<file path="src/rtl/uart_tx_fifo_pkg.sv">
// Shared definitions for the UART transmit FIFO.
// Holds the hand-off FSM state encoding and the default byte width.
package uart_tx_fifo_pkg;

    localparam int unsigned DATA_W_DEFAULT = 8;

    // Hand-off FSM: pop in IDLE, pulse WRITES in LOAD, then wait for TXRDY
    // to fall (byte accepted) and rise again (transmitter free).
    typedef enum logic [1:0] {
        S_IDLE      = 2'd0,
        S_LOAD      = 2'd1,
        S_WAIT_BUSY = 2'd2,
        S_WAIT_RDY  = 2'd3
    } tx_state_e;

endpackage

</file>
<file path="src/rtl/uart_tx_fifo_sync_fifo.sv">
// Synchronous byte FIFO with separate occupancy count, flush and sticky overflow.
// Ports:
//   clk_i, rst_ni   - clock, synchronous active-low reset
//   wr_en_i/wr_data_i - push strobe and data; dropped (and overflow set) when full
//   rd_en_i         - pop strobe; rd_data_o shows the head entry combinationally
//   flush_i         - empty the FIFO on the next edge; overrides push and pop
//   ovf_clr_i       - clear sticky overflow (a same-cycle full push wins)
//   full_o, empty_o, count_o, overflow_o - registered status
module uart_tx_fifo_sync_fifo
    import uart_tx_fifo_pkg::*;
#(
    parameter int unsigned DATA_W = DATA_W_DEFAULT,
    parameter int unsigned DEPTH  = 16,
    parameter int unsigned AW     = $clog2(DEPTH)
) (
    input  logic              clk_i,
    input  logic              rst_ni,
    input  logic              wr_en_i,
    input  logic [DATA_W-1:0] wr_data_i,
    input  logic              rd_en_i,
    input  logic              flush_i,
    input  logic              ovf_clr_i,
    output logic [DATA_W-1:0] rd_data_o,
    output logic              full_o,
    output logic              empty_o,
    output logic [AW:0]       count_o,
    output logic              overflow_o
);

    localparam logic [AW:0] DepthCnt = (AW+1)'(DEPTH);

    logic [DATA_W-1:0] mem_q [DEPTH];
    logic [AW-1:0]     wptr_q, wptr_d;
    logic [AW-1:0]     rptr_q, rptr_d;
    logic [AW:0]       count_q, count_d;
    logic              full_q, full_d;
    logic              empty_q, empty_d;
    logic              ovf_q, ovf_d;
    logic              push, pop;

    always_comb begin
        // Status is judged on the registered flags; a pop cannot make room
        // for a push in the same cycle.
        push    = wr_en_i && !full_q && !flush_i;
        pop     = rd_en_i && !empty_q && !flush_i;
        wptr_d  = wptr_q;
        rptr_d  = rptr_q;
        count_d = count_q;
        if (flush_i) begin
            wptr_d  = '0;
            rptr_d  = '0;
            count_d = '0;
        end else begin
            if (push) wptr_d = wptr_q + 1'b1;
            if (pop)  rptr_d = rptr_q + 1'b1;
            if (push && !pop)      count_d = count_q + 1'b1;
            else if (pop && !push) count_d = count_q - 1'b1;
        end
        full_d  = (count_d == DepthCnt);
        empty_d = (count_d == '0);
        ovf_d   = ovf_q;
        if (wr_en_i && full_q) ovf_d = 1'b1;
        else if (ovf_clr_i)    ovf_d = 1'b0;
    end

    always_ff @(posedge clk_i) begin
        if (!rst_ni) begin
            wptr_q  <= '0;
            rptr_q  <= '0;
            count_q <= '0;
            full_q  <= 1'b0;
            empty_q <= 1'b1;
            ovf_q   <= 1'b0;
            for (int unsigned i = 0; i < DEPTH; i++) mem_q[i] <= '0;
        end else begin
            wptr_q  <= wptr_d;
            rptr_q  <= rptr_d;
            count_q <= count_d;
            full_q  <= full_d;
            empty_q <= empty_d;
            ovf_q   <= ovf_d;
            if (push) mem_q[wptr_q] <= wr_data_i;
        end
    end

    assign rd_data_o  = mem_q[rptr_q];
    assign full_o     = full_q;
    assign empty_o    = empty_q;
    assign count_o    = count_q;
    assign overflow_o = ovf_q;

endmodule

</file>
<file path="src/rtl/uart_tx_fifo.sv">
// Transmit byte buffer feeding the UART transmitter.
// Queues bytes from the processor write path and hands them to the UART one at a
// time: a single-cycle uart_write (WRITES) with uart_data (OUT_PORT), issued only
// when tx_rdy (TXRDY) is high, then waits for TXRDY to fall and rise again.
// Ports:
//   clk, reset (synchronous, active-low)
//   wr_en/wr_data - push; flush - drop queued bytes; ovf_clr - clear overflow
//   tx_rdy        - TXRDY level from the transmitter
//   uart_write/uart_data - registered load pulse and byte
//   full, empty, count, overflow - FIFO status
module uart_tx_fifo
    import uart_tx_fifo_pkg::*;
#(
    parameter int unsigned DATA_W = DATA_W_DEFAULT,
    parameter int unsigned DEPTH  = 16,
    parameter int unsigned AW     = $clog2(DEPTH)
) (
    input  logic              clk,
    input  logic              reset,
    input  logic              wr_en,
    input  logic [DATA_W-1:0] wr_data,
    input  logic              flush,
    input  logic              ovf_clr,
    input  logic              tx_rdy,
    output logic              uart_write,
    output logic [DATA_W-1:0] uart_data,
    output logic              full,
    output logic              empty,
    output logic [AW:0]       count,
    output logic              overflow
);

    tx_state_e         state_q, state_d;
    logic              uart_write_q, uart_write_d;
    logic [DATA_W-1:0] uart_data_q, uart_data_d;
    logic [DATA_W-1:0] fifo_rd_data;
    logic              pop;

    uart_tx_fifo_sync_fifo #(
        .DATA_W (DATA_W),
        .DEPTH  (DEPTH),
        .AW     (AW)
    ) u_fifo (
        .clk_i      (clk),
        .rst_ni     (reset),
        .wr_en_i    (wr_en),
        .wr_data_i  (wr_data),
        .rd_en_i    (pop),
        .flush_i    (flush),
        .ovf_clr_i  (ovf_clr),
        .rd_data_o  (fifo_rd_data),
        .full_o     (full),
        .empty_o    (empty),
        .count_o    (count),
        .overflow_o (overflow)
    );

    always_comb begin
        pop         = 1'b0;
        state_d     = state_q;
        uart_data_d = uart_data_q;
        unique case (state_q)
            S_IDLE: begin
                if (!empty && tx_rdy && !flush) begin
                    pop         = 1'b1;
                    uart_data_d = fifo_rd_data;
                    state_d     = S_LOAD;
                end
            end
            S_LOAD:      state_d = S_WAIT_BUSY;
            // Falling TXRDY proves the transmitter took the byte.
            S_WAIT_BUSY: if (!tx_rdy) state_d = S_WAIT_RDY;
            S_WAIT_RDY:  if (tx_rdy)  state_d = S_IDLE;
            default:     state_d = S_IDLE;
        endcase
        uart_write_d = (state_d == S_LOAD);
    end

    always_ff @(posedge clk) begin
        if (!reset) begin
            state_q      <= S_IDLE;
            uart_write_q <= 1'b0;
            uart_data_q  <= '0;
        end else begin
            state_q      <= state_d;
            uart_write_q <= uart_write_d;
            uart_data_q  <= uart_data_d;
        end
    end

    assign uart_write = uart_write_q;
    assign uart_data  = uart_data_q;

endmodule

</file>
<file path="config.mk">
export PLATFORM = sky130hd
export DESIGN_NAME = uart_tx_fifo
export DESIGN_NICKNAME = d
export VERILOG_FILES = /design/src/rtl/uart_tx_fifo_pkg.sv /design/src/rtl/uart_tx_fifo_sync_fifo.sv /design/src/rtl/uart_tx_fifo.sv
export SDC_FILE = /design/constraint.sdc
export NUM_CORES = 1
export LEC_CHECK = 0
export CORE_UTILIZATION = 41
export DETAILED_ROUTE_END_ITERATION = 8
export PLACE_DENSITY = 0.68
export SETUP_SLACK_MARGIN = 0.4
export SYNTH_ARGS = -nofsm -noshare
export SYNTH_HDL_FRONTEND = slang
export SYNTH_SLANG_ARGS = --single-unit
</file>
<file path="constraint.sdc">
create_clock -name clk -period 2.4 [get_ports clk]
set_input_delay 0.72 -clock clk [delete_from_list [all_inputs] [get_ports clk]]
set_output_delay 0.72 -clock clk [all_outputs]
set_load 0.01 [all_outputs]
</file>
# Yosys cells after proc, flatten, opt, wreduce, memory -nomap -nowiden
# Memory sizes are Yosys's and may differ from the RTL's. A register that Yosys moved wholly into a read port is not among the register bits.
# Index checks and enable logic that the tools add are counted.
# word_totals
mem_count,1
inputBits,14
output_inout_bits,17
register_bits,19
mem_bits_rw,128
wordCells,58
# classes
n_bitwise,1
reduce_logical,21
n_mux,18
n_eq_ne,5
add_sub_neg,4
# memory_table
memory,depth,word_bits,rd,rd_clocked_by_memory_dff,write_ports,line,source
u_fifo.mem_q,16,8,1,1,16,uart_tx_fifo_sync_fifo.sv:32,logic [DATA_W-1:0] mem_q [DEPTH];
# op_table
operator,n
5-bit 2-to-1 mux,3
1-bit logical AND,9
1-bit 2-to-1 mux,9
4-bit by 1-bit adder with 4-bit output (second input constant),2
8-bit 2-to-1 mux,1
2-bit case mux with 4 select lines,1
8-bit OR reduction,1
1-bit logical NOT,6
2-bit 2-to-1 mux,3
5-bit by 1-bit adder with 5-bit output (second input constant),1
5-bit equality test (second input constant),1
5-bit logical NOT,1
5-bit by 1-bit subtractor with 5-bit output (second input constant),1
2-bit by 1-bit equality test with 1-bit output (second input constant),2
2-bit equality test (second input constant),2
4-bit 2-to-1 mux,1
2-bit logical NOT,1
2-bit AND reduction,1
2-bit nonzero test,1
2-bit OR reduction,1
1-bit inverter,1

# Depth between registers and ports, before layout
# depth
word_depth,12
mapped_depth,7
ltp_nobuf,7

# By module
# From an unflattened synthesis, not the netlist that was laid out.
# hier_totals
cells_unflattened,500
hier_area_um2,7324.5
# by_module_without_submodules
module,n_inst,cells_each,area_each_um2,seq_area_each_um2
uart_tx_fifo_sync_fifo,1,455,6884.1,4244.1
uart_tx_fifo,1,45,440.4,220.2

# Least setup slack after synthesis
# Ideal clock, no wire load.
# synth_timing
path_type,input-to-reg
startpoint,in flush
endpoint,"mem u_fifo.mem_q[15][0] in the netlist's numbering, enable pin"
arrival_ns,2.028
n_path_buf,0
required_time_ns,2.016
slack_ns,-0.012
stages,4
setup_time_ns,0.384
cell_sequence,nor3b_1 > and2_1 > nand2_1 > o21ai_0
# synth_lines
item,line,source
start: declaration,uart_tx_fifo.sv:22,"input logic flush,"
end: declaration,uart_tx_fifo_sync_fifo.sv:32,

# Worst setup path after layout
# layout_timing
startpoint,in flush
endpoint,"reg u_fifo.empty_q, in the netlist u_fifo.empty_o"
# layout_via
elab_chain_len,11
elab_cells_between_ends,15
cone_classes,mux (5); reduce/logical (10)
# layout_lines
item,line,source
1-bit logical NOT,"uart_tx_fifo_sync_fifo.sv:44, uart_tx_fifo_sync_fifo.sv:45, uart_tx_fifo.sv:64",
1-bit logical AND,uart_tx_fifo.sv:64,if (!empty && tx_rdy && !flush) begin
1-bit 2-to-1 mux,uart_tx_fifo.sv:64,
1-bit 2-to-1 mux,uart_tx_fifo.sv:62,unique case (state_q)
1-bit logical AND (2 in series),uart_tx_fifo_sync_fifo.sv:45,pop = rd_en_i && !empty_q && !flush_i;
1-bit logical AND or 1-bit logical NOT (tied branches),"uart_tx_fifo_sync_fifo.sv:57, uart_tx_fifo_sync_fifo.sv:56",
5-bit 2-to-1 mux or 1-bit logical AND (tied branches),"uart_tx_fifo_sync_fifo.sv:57, uart_tx_fifo_sync_fifo.sv:56",
5-bit 2-to-1 mux,uart_tx_fifo_sync_fifo.sv:56,if (push && !pop) count_d = count_q + 1'b1;
5-bit 2-to-1 mux *,uart_tx_fifo_sync_fifo.sv:49,if (flush_i) begin
5-bit logical NOT *,uart_tx_fifo_sync_fifo.sv:60,empty_d = (count_d == '0);
end signal: assignment,uart_tx_fifo_sync_fifo.sv:80,empty_q <= empty_d;
end: declaration,uart_tx_fifo_sync_fifo.sv:37,"logic empty_q, empty_d;"
# Every way passes the cells marked *; elsewhere a longest branch is shown, timed or not.
# A chain may end at the register's enable or synchronous reset.

==> impl_metrics.tcl <==
set metrics [dict create \
    die_w_um 133 \
    worstPathMaxFanout 4 \
    antenna_found_initial 0 \
    dieHeight_um 133 \
    async_flop_share_pct 0 \
    cts_hold_buf 0 \
    nFillCells 1353 \
    routedWlPerCell_um 19.7 \
    gr-usage-all-layers_pct 19.5 \
    maxSlewViolCount 0 \
    cts_tree "built" \
    rows 47 \
    status "finished, final reports clean" \
    clk_latency_ns 0.43 \
    dp_hpwl_um 11100 \
    syn2layout_area_growth_pct 25.7 \
    start_util_pct 42.3 \
    seq_area_frac_synth_pct 62.1 \
    core_area_sq_um 16700 \
    pre_cts_ws_ns -0.380 \
    ys_seq_elements 155 \
    htreeDepth 4 \
    synth_edf_count 128 \
    synthFlopType "edfxtp_1" \
    grt_max_degree 36 \
    min_period_ns 1.94 \
    relSlewSlack_pct 54.3 \
    drv_cap 0 \
    crit_required_ns 2.72 \
    arrival_ns 2.26 \
    detail-route-antenna-nets 0 \
    multi_input_area_sq_um 2740 \
    ctsRootBufferMaster "clkbuf_16" \
    syn-mean-instance-area_sq_um 13.8 \
    layout.nets 614 \
    syn-num-nets 531 \
    worst_clock_skew_ns 0.0127 \
    power.density_nw_per_um2 661 \
    finalWorstSetupSlack_ns 0.462 \
    vias 4389 \
    die_area_sq_um 17700 \
    cts_buffers 17 \
    rsz0062_at_grt "yes" \
    ios 31 \
    irDropWorstVdd_mv 0.489 \
    syn_inst 510 \
    utilization_pct 53.1 \
    regToRegSetupSlack_ns 0.49 \
    drive_gt1_share_pct 27.9 \
    ys_warn_count 0 \
    clkSlewWorstSetupHoldPaths_ns 0.06 \
    gr-total-overflow 0 \
    critPathCaptureType "flop" \
    portBuffers 30 \
    setup_viol 0 \
    place_congestion 0.883 \
    syn_area_sq_um 7060 \
    cp-start-kind "input port" \
    crit_type "in2reg" \
    synth.distinct_cells 41 \
    postLayoutCellArea_sq_um 8870 \
    first_pass_iters 5 \
    p_leak_nw 3.36 \
    first_iter_violations 358 \
    vias_per_cell 5.31 \
    hold_path_class "reg2reg" \
    fmax_mhz 516 \
    placed_cell_area_sq_um 8190 \
    drt-total-wl_um 16300 \
    grt_pass1_vias 4302 \
    grt_first_pass_wirelength_um 25200 \
    hold_viol_final 0 \
    period_share_pct 80.8 \
    regArea_sq_um 4390 \
    antenna_cells 0 \
    worst_slew_pin_slew_ns 0.683 \
    cts.sinks 155 \
    cts_buffer_depth 2 \
    drc 0 \
]
power by group:
| group | switching, mW | internal, mW | total [mW] | leakage [nW] |
|---|---|---|---|---|
| Combinational | 0.184 | 0.155 | 0.340 | 1.56 |
| Clock | 1.07 | 1.43 | 2.50 | 0.258 |
| Sequential | 0.0383 | 2.99 | 3.03 | 1.54 |
synthesized netlist by cell type, drive strengths merged (2+ instances only):
| cell type | count | share of area, % |
|---|---|---|
| nor3 | 6 | 0.43 |
| a22o | 8 | 0.99 |
| nand4 | 4 | 0.35 |
| ha | 7 | 1.2 |
| nor2b | 3 | 0.27 |
| clkbuf | 18 | 0.96 |
| nor2 | 27 | 1.4 |
| nand2 | 17 | 0.90 |
| inv | 9 | 0.48 |
| a21oi | 4 | 0.28 |
| mux2 | 2 | 0.43 |
| a311oi | 2 | 0.25 |
| dfxtp | 27 | 7.7 |
| nand2b | 10 | 0.89 |
| edfxtp | 128 | 54 |
| a221oi | 9 | 1.1 |
| a21boi | 2 | 0.21 |
| and2 | 132 | 12 |
| xor2 | 4 | 0.50 |
| nand3 | 10 | 0.71 |
| a2111oi | 2 | 0.25 |
| nor4 | 2 | 0.39 |
| buf | 11 | 0.78 |
| mux4 | 32 | 10 |
| o21ai | 21 | 1.5 |
critical path: stages:
cell	delay [ns]
clkdlybuf4s15_2	0.24
nor4_4	0.19
and2_4	0.22
mux2i_2	0.23
mux2_4	0.34
o41ai_2	0.31
cells in the final DEF, fill, tap and decap left out, types with 3 or more instances in the layout:
cell type,count
nor3_4,4
nand2b_4,4
and2_1,130
ha_1,7
buf_12,8
inv_1,9
a221oi_1,7
xor2_1,4
nand2_1,13
dlygate4sd2_1,16
edfxtp_1,128
nor2_1,27
dfxtp_1,20
o21ai_0,9
clkbuf_16,17
clkinvlp_4,3
dfxtp_2,7
inv_6,5
nand2b_1,6
mux4_2,32
o21ai_2,10
clkinv_1,4
nand3_1,9
nand4_1,4
a21oi_1,4
nand2_4,4
buf_4,54
clkdlybuf4s50_1,9
a22o_1,8
worst paths after layout:
path | from | end | cells after the start
hold reg to reg | uart_data[0] | uart_data[0] | 2
setup / recovery | flush | u_fifo.empty_o | 6
setup reg to reg | u_fifo.count_o[0] | u_fifo.empty_o | 7
hold / removal | uart_data[0] | uart_data[0] | 2
routing by layer:
layer	track usage, %	vias to the layer above	part of all wire, %
li1	-	2058	-
met1	25.9	2186	45
met2	31.9	122	49
met3	3.77	23	4.4
met4	6.88	0	1.9
met5	0	-	0
final cells by class:
| class | instances | share of cell area, % |
|---|---|---|
| timing repair buffer | 93 | 9.92 |
| clock inverter | 14 | 1.35 |
| clock buffer | 18 | 4.84 |
| multi-input combinational | 317 | 30.9 |
| sequential | 155 | 49.5 |
| tap | 220 | 3.10 |
| inverter | 9 | 0.381 |
sequential cells by signal, indices dropped and copies added, names as in the netlist:
register           count
u_fifo.mem_q         128
uart_write             1
u_fifo.wptr_q          4
u_fifo.full_o          1
state_q                2
uart_data              8
u_fifo.count_o         5
u_fifo.overflow_o      1
u_fifo.empty_o         1
u_fifo.rptr_q          4
per-stage QoR:
step	hold slack, ns	setup TNS [ns]	cells	power (mW)
after floorplan	0.478	0	510	3.23
after global placement	0.454	-36.48	787	3.40
after detailed placement	0.468	-38.13	787	3.41
after CTS	0.477	0	822	5.89
after global routing	0.494	0	826	6.03
final	0.470	0	826	5.87
timing repair:
action	CTS	global route
endpoints found under the setup margin	282	14
pin swaps	3	2
resized for setup	36	6
cloned	1	0
buffers inserted	2	4
cells by family after synthesis:
kind of cell | Yosys count | share of synthesized area [%]
flops | 155 | 62.1
xor+xnor | 5 | 0.620
mux | 35 | 10.8
simple gates | 215 | 17.5
buf+inv | 38 | 2.22
fa+ha+maj | 7 | 1.24
compound gates | 55 | 5.50
No activity file was read; power rests on OpenSTA's default activity.
